$ cat src/rtl/rr_sel_arbiter.sv
// Round-robin burst arbiter for four requesters with the 4:1 data mux built in.
// Each owner holds the mux for up to MAX_BEATS cycles; handoff happens in a single edge.

module rr_sel_lane #(
   parameter int WIDTH = 1
) (
   input  logic             hit,
   input  logic [WIDTH-1:0] data,
   output logic [WIDTH-1:0] q
);
   assign q = hit ? data : '0;
endmodule

module rr_sel_arbiter #(
   parameter int WIDTH     = 1,
   parameter int MAX_BEATS = 4
) (
   input  logic               clk,
   input  logic               rst,
   input  logic [3:0]         req,
   input  logic [4*WIDTH-1:0] in,
   output logic [3:0]         grant,
   output logic [1:0]         sel,
   output logic [WIDTH-1:0]   out,
   output logic               valid,
   output logic               busy
);
   typedef enum logic {IDLE, GRANT} state_t;

   state_t     state, state_n;
   logic [1:0] ptr, ptr_n, sel_n;
   logic [3:0] beat, beat_n, grant_n;
   logic [3:0][WIDTH-1:0] lane_q;

   // {found, index} of the first requester at or after p, wrapping mod 4
   function automatic logic [2:0] scan(input logic [1:0] p, input logic [3:0] r);
      logic [2:0] res;
      logic [1:0] idx;
      res = 3'b000;
      for (int k = 0; k < 4; k++) begin
         idx = p + 2'(k);
         if (r[idx] && !res[2]) res = {1'b1, idx};
      end
      return res;
   endfunction

   always_ff @(posedge clk or posedge rst) begin
      if (rst) begin
         state <= IDLE;
         grant <= '0;
         sel   <= '0;
         ptr   <= '0;
         beat  <= '0;
      end else begin
         state <= state_n;
         grant <= grant_n;
         sel   <= sel_n;
         ptr   <= ptr_n;
         beat  <= beat_n;
      end
   end

   always_comb begin
      logic [2:0] hit;
      state_n = state;
      grant_n = grant;
      sel_n   = sel;
      ptr_n   = ptr;
      beat_n  = beat;
      hit     = '0;
      case (state)
         IDLE: begin
            hit = scan(ptr, req);
            if (hit[2]) begin
               state_n = GRANT;
               sel_n   = hit[1:0];
               grant_n = 4'b0001 << hit[1:0];
               beat_n  = 4'd1;
            end
         end
         GRANT: begin
            if (req[sel] && beat < 4'(MAX_BEATS)) begin
               beat_n = beat + 4'd1;
            end else begin
               // release and rescan from the lane after the owner in the same edge
               ptr_n = sel + 2'd1;
               hit   = scan(sel + 2'd1, req);
               if (hit[2]) begin
                  sel_n   = hit[1:0];
                  grant_n = 4'b0001 << hit[1:0];
                  beat_n  = 4'd1;
               end else begin
                  state_n = IDLE;
                  grant_n = '0;
                  beat_n  = '0;
               end
            end
         end
         default: state_n = IDLE;
      endcase
   end

   for (genvar i = 0; i < 4; i++) begin : g_lane
      rr_sel_lane #(.WIDTH(WIDTH)) u_lane (
         .hit  (valid && sel == 2'(i)),
         .data (in[i*WIDTH +: WIDTH]),
         .q    (lane_q[i])
      );
   end

   always_comb begin
      busy  = (state == GRANT);
      valid = busy && req[sel];
      out   = '0;
      for (int i = 0; i < 4; i++) out = out | lane_q[i];
   end

   a_onehot: assert property (@(posedge clk) disable iff (rst) $onehot0(grant));
   a_busy:   assert property (@(posedge clk) disable iff (rst) (grant != 4'b0) == busy);
   a_sel:    assert property (@(posedge clk) disable iff (rst) busy |-> grant == (4'b0001 << sel));
   a_beat:   assert property (@(posedge clk) disable iff (rst) beat <= 4'(MAX_BEATS));
endmodule

$ cat config.mk
export PLATFORM = sky130hd
export DESIGN_NAME = rr_sel_arbiter
export DESIGN_NICKNAME = d
export VERILOG_FILES = /design/src/rtl/rr_sel_arbiter.sv
export SDC_FILE = /design/constraint.sdc
export NUM_CORES = 1
export LEC_CHECK = 0
export ABC_CLOCK_PERIOD_IN_PS = 3500
export CORE_ASPECT_RATIO = 1.2
export CORE_MARGIN = 8
export CORE_UTILIZATION = 55
export CTS_BUF_LIST = sky130_fd_sc_hd__clkbuf_2
export DETAILED_ROUTE_END_ITERATION = 6
export GPL_TIMING_DRIVEN = 0
export PLACE_DENSITY = 0.94
export SLEW_MARGIN = 15
export SYNTH_ARGS = -nofsm -noshare
export SYNTH_HDL_FRONTEND = slang
export SYNTH_HIERARCHICAL = 1
export SYNTH_SLANG_ARGS = --single-unit
$ cat constraint.sdc
create_clock -name clk -period 3.5 [get_ports clk]
set_input_delay 0.7 -clock clk [delete_from_list [all_inputs] [get_ports clk]]
set_output_delay 0.7 -clock clk [all_outputs]
set_load 0.005 [all_outputs]
* Word level (Yosys, flattened, before mapping)
Cells that the tools add are included.
Word-level totals: input port bits 10, bits in registers 13, logic and storage cells 116, output and inout bits 9
Operators by class: shift-type cells 2, reduce and logical (&&, ||, !) cells 22, $add $sub $neg 8, eq/ne operators 6, magnitude comparators 10, bitwise operators 5, multiplexer cells 58
Operators with widths (count):
- two-way mux 3 bit | 20
- less-than comparator 2 x 3 -> 1 bit, second input constant | 9
- two-way mux 4 bit | 5
- binary-select mux 1 bit (select 2 bit) | 9
- two-way mux 1 bit | 17
- case mux 4 bit (2 select lines) | 2
- logical AND 1 bit | 12
- adder 2 bit, second input constant | 4
- << shifter 1 x 2 -> 4 bit, first input constant | 2
- adder 2 x 1 -> 2 bit, second input constant | 3
- zero test 1 bit | 6
- two-way mux 2 bit | 3
- adder 4 x 1 -> 4 bit, second input constant | 1
- == test 2 bit, second input constant | 2
- less-than comparator 4 x 3 -> 1 bit, second input constant | 1
- != test 2 x 1 -> 1 bit, second input constant | 2
- case mux 2 bit (2 select lines) | 1
- AND reduction 2 bit | 2
- bitwise OR 1 bit | 3
- AND reduction 3 bit | 1
- == test 2 x 1 -> 1 bit, second input constant | 1
- zero test 2 bit | 1
- != test 2 bit, second input constant | 1
- NOT 1 bit | 2
- case mux 1 bit (2 select lines) | 1

* Depth between registers and ports, before layout
word-level depth 25, gate-level depth with buffers 8, gate-level depth less buffers 7

* By module
Netlist, hierarchy kept.
By module, submodules not included:
- rr_sel_arbiter | times used 1, cells each 111, area each 930.9 µm², seq. area each 325.3 µm²
- rr_sel_lane | times used 4, cells each 1, area each 6.3 µm², seq. area each 0.0 µm²

* Least setup slack after synthesis
OpenSTA, ideal clock, no wires.
kind input -> output, from input port req[0], to output port out, path slack 601 ps, arrival time 2199 ps, stages on the path 5, buffers on the path 1, cells stage by stage buf_2 > mux4_2 > and3_1 > and2_1 > or4_1
RTL lines:
- from (decl) | RTL line 20 | input logic [3:0] req,
- to (decl) | RTL line 24 | output logic [WIDTH-1:0] out,

==> flow_metrics.py <==
metrics = {
    "drt": {
        "route.detailed.drc": 0,
        "drt-pass1-iter-count": 4,
        "drt_iter0_drc": 45,
        "drtAntennaViolNets": 0,
        "avgViaCountPerCell": 6.13,
        "avgRoutedWirePerCell_um": 15.1,
        "detailroute.via_count": 944,
        "drt_wl_total_mm": 2.33,
    },
    "die": {
        "die_h_um": 61.7,
        "rows": 16,
        "die_area_sq_um": 3330,
        "die-width_um": 54.1,
        "area_of_the_core_sq_um": 1640,
        "io_pins": 19,
        "initial_utilization": 0.582,
    },
    "final_layout": {
        "utilization": 0.711,
        "diodes": 0,
        "post_route_cells_drive_above_1_share": 0.118,
        "layout-area-overhead-vs-synth_pct": 22.1,
        "num-nets-final": 152,
        "design_area_sq_um": 1170,
    },
    "timing": {
        "relSlewSlack": 0.349,
        "worst_slew_pin_slew_ns": 0.967,
        "fin_crit_ns": 3.31,
        "finalMaxSlewViolations": 0,
        "hold_viol": 0,
        "timing.final.setup_violations": 0,
        "grt_setup_unrepaired": "false",
        "max_freq_mhz": 302,
        "fin_setup_tns_ns": 0,
        "final.hold.worst_slack_ns": 0.525,
        "period_share": 0.945,
        "fin_skew_ns": 0.0245,
    },
    "power": {
        "power_density_nw_per_um2": 804,
        "power.leakage_uw": 0.000529,
        "total_power_uw": 939,
        "irDropWorstVdd_mv": 0.551,
    },
    "min_path": {
        "min-delay-path-class": "flip-flop to flip-flop",
        "worst_hold_path.num_cells": 2,
    },
    "place": {
        "placed_cell_area_sq_um": 1140,
        "place.detailed.hpwl_mm": 1.78,
        "placer_s_final_routability_congestion_estimate": 0.898,
        "io_buffers": 16,
    },
    "grt": {
        "grt_max_degree": 14,
        "grt_util_all_layers": 0.151,
        "antenna_found_initial": 0,
        "via_count_of_the_first_global_routing_pass": 877,
        "overflow": 0,
        "grt_first_pass_wirelength_mm": 3.80,
    },
    "yosys": {
        "postSynthNetCount": 130,
        "number_of_instances_in_the_synthesized_netlist": 115,
        "synth_edf_count": 0,
        "synthMostInstantiatedCell": "sky130_fd_sc_hd__dfrtp_1",
        "synth_commonest_cells": "13 x sky130_fd_sc_hd__dfrtp_1, 12 x sky130_fd_sc_hd__nand2_1, 10 x sky130_fd_sc_hd__o21ai_0, 9 x sky130_fd_sc_hd__a21oi_1, 9 x sky130_fd_sc_hd__nor2_1",
        "synth_top_flop_cell": "sky130_fd_sc_hd__dfrtp_1",
        "synthesis.yosys.warnings": 6,
        "synthArstFlopShare": 1.00,
        "avgSynthCellArea_sq_um": 8.31,
        "netlist.area_leader.share": 0.340,
        "synth_cell_type_count": 34,
        "mappedNetlistArea_sq_um": 956,
        "synth_sequential_area_ratio": 0.340,
        "top_cell_type_by_total_area_after_synthesis": "sky130_fd_sc_hd__dfrtp_1",
        "synth.top_cells.by_area": "sky130_fd_sc_hd__dfrtp_1 34%, sky130_fd_sc_hd__ha_1 6.5%, sky130_fd_sc_hd__o21ai_0 5.2%",
        "ff_latch_count_synth": 13,
    },
    "clock_tree": {
        "clk_latency_ns": 0.28,
        "cts_tree": "done",
        "max-clock-path-buffers": 2,
        "holdBufCountCts": 0,
        "worst_setup_hold_path_clk_slew_ns": 0.10,
        "cts_inserted_buffers": 3,
        "clock_root_buffer": "sky130_fd_sc_hd__clkbuf_2",
        "ctsHtreeMaxLevel": 1,
        "cts.sinks": 13,
    },
    "worst_setup_path": {
        "crit_required_ns": 2.80,
        "reg2reg_depth": 7,
        "setup.reg_to_reg.worst_slack_ns": 1.11,
        "startpoint_kind_of_the_worst_setup_timing_path": "primary input",
        "arrival_ns": 2.61,
        "critical_path.slowest_cell": "sky130_fd_sc_hd__mux4_2",
        "path_cells": "clkdlybuf4s15_2 > mux4_2 > and3_1 > and2_1 > or4_1 > dlygate4sd2_1",
        "worst-path-max-fanout": 8,
        "worst_setup_path_end_kind": "output port",
        "timing.setup.critical_path_class": "primary input to output port",
        "critPathMaxStageDelay_ns": 0.54,
    },
    "flow_run": {
        "cap_violations": 0,
    },
    "run_status": {
        "run_status": "completed",
    },
}
==> worst max-delay path, delay by kind of cell <==
| family | cells | cell delay [ns] |
|---|---|---|
| buffers and inverters | 2 | 0.52 |
| multiplexers | 1 | 0.54 |
| AND/OR/NAND/NOR | 3 | 0.85 |
==> report_power, final <==
group          switching [uW]  internal (uW)
Combinational             298            307
Sequential               43.4            213
Clock                    47.8           30.3
Total                     389            550
==> sequential cells by signal, summed over array words and instances, names as in the netlist <==
name   count
ptr        2
grant      4
busy       1
sel        2
beat       4
==> cell type report <==
class,instances,area (sq um)
buffer,7,45.0
fill,129,474
multi-input combinational,88,559
clock buffer,4,20.0
inverter,7,26.3
tap,18,22.5
timing repair buffer,17,169
sequential,13,325
==> cells by family (layout without fill, tap and decap cells) <==
kind of cell             after synthesis  in the layout  synth area share
AO/OA/AOI/OAI                         34             34             0.232
adder cells (fa/ha/maj)                5              5            0.0654
buffers and inverters                 14             35            0.0746
flip-flops                            13             13             0.340
multiplexers                           1              1            0.0236
AND/OR/NAND/NOR                       48             48             0.264
==> cells in the final DEF, fill, tap and decap left out, types with 5 or more instances in the layout <==
cell type and n:
sky130_fd_sc_hd__o21ai_0 10, sky130_fd_sc_hd__a21oi_1 9, sky130_fd_sc_hd__clkdlybuf4s50_1 13, sky130_fd_sc_hd__nand2_1 12
sky130_fd_sc_hd__inv_1 6, sky130_fd_sc_hd__dfrtp_1 13, sky130_fd_sc_hd__ha_1 5, sky130_fd_sc_hd__and2_1 6
sky130_fd_sc_hd__nor2_1 9, sky130_fd_sc_hd__nor2b_1 5
==> routing by layer <==
layer  track usage  wire, um  vias to the layer above
met1         0.170       950                      448
met2         0.262      1180                       37
met3        0.0507       169                        5
li1              -         -                      454
met4        0.0423        25                        0
met5             0         0                        -
==> path summary, 6_finish.rpt <==
path                       startpoint  endpoint
max                            req[3]       out
min                            ptr[0]    ptr[0]
max reg2reg                    sel[0]  grant[0]
min reg2reg                    ptr[0]    ptr[0]
max in group asynchronous         rst    ptr[1]
min in group asynchronous         rst  grant[0]
==> repair_timing <==
| action | CTS | global route |
|---|---|---|
| setup buffers | 1 | 0 |
| endpoints found under the setup margin | 1 | 0 |
| resized for setup | 7 | 0 |
==> metrics by stage <==
step                      instances  setup WS, ns
after global routing            154         0.117
after floorplan                 115         0.601
after CTS                       154         0.189
after global placement          149        -0.321
final                           154         0.192
after detailed placement        149        -0.357
Note: power is estimated with default switching activity, not from simulation.
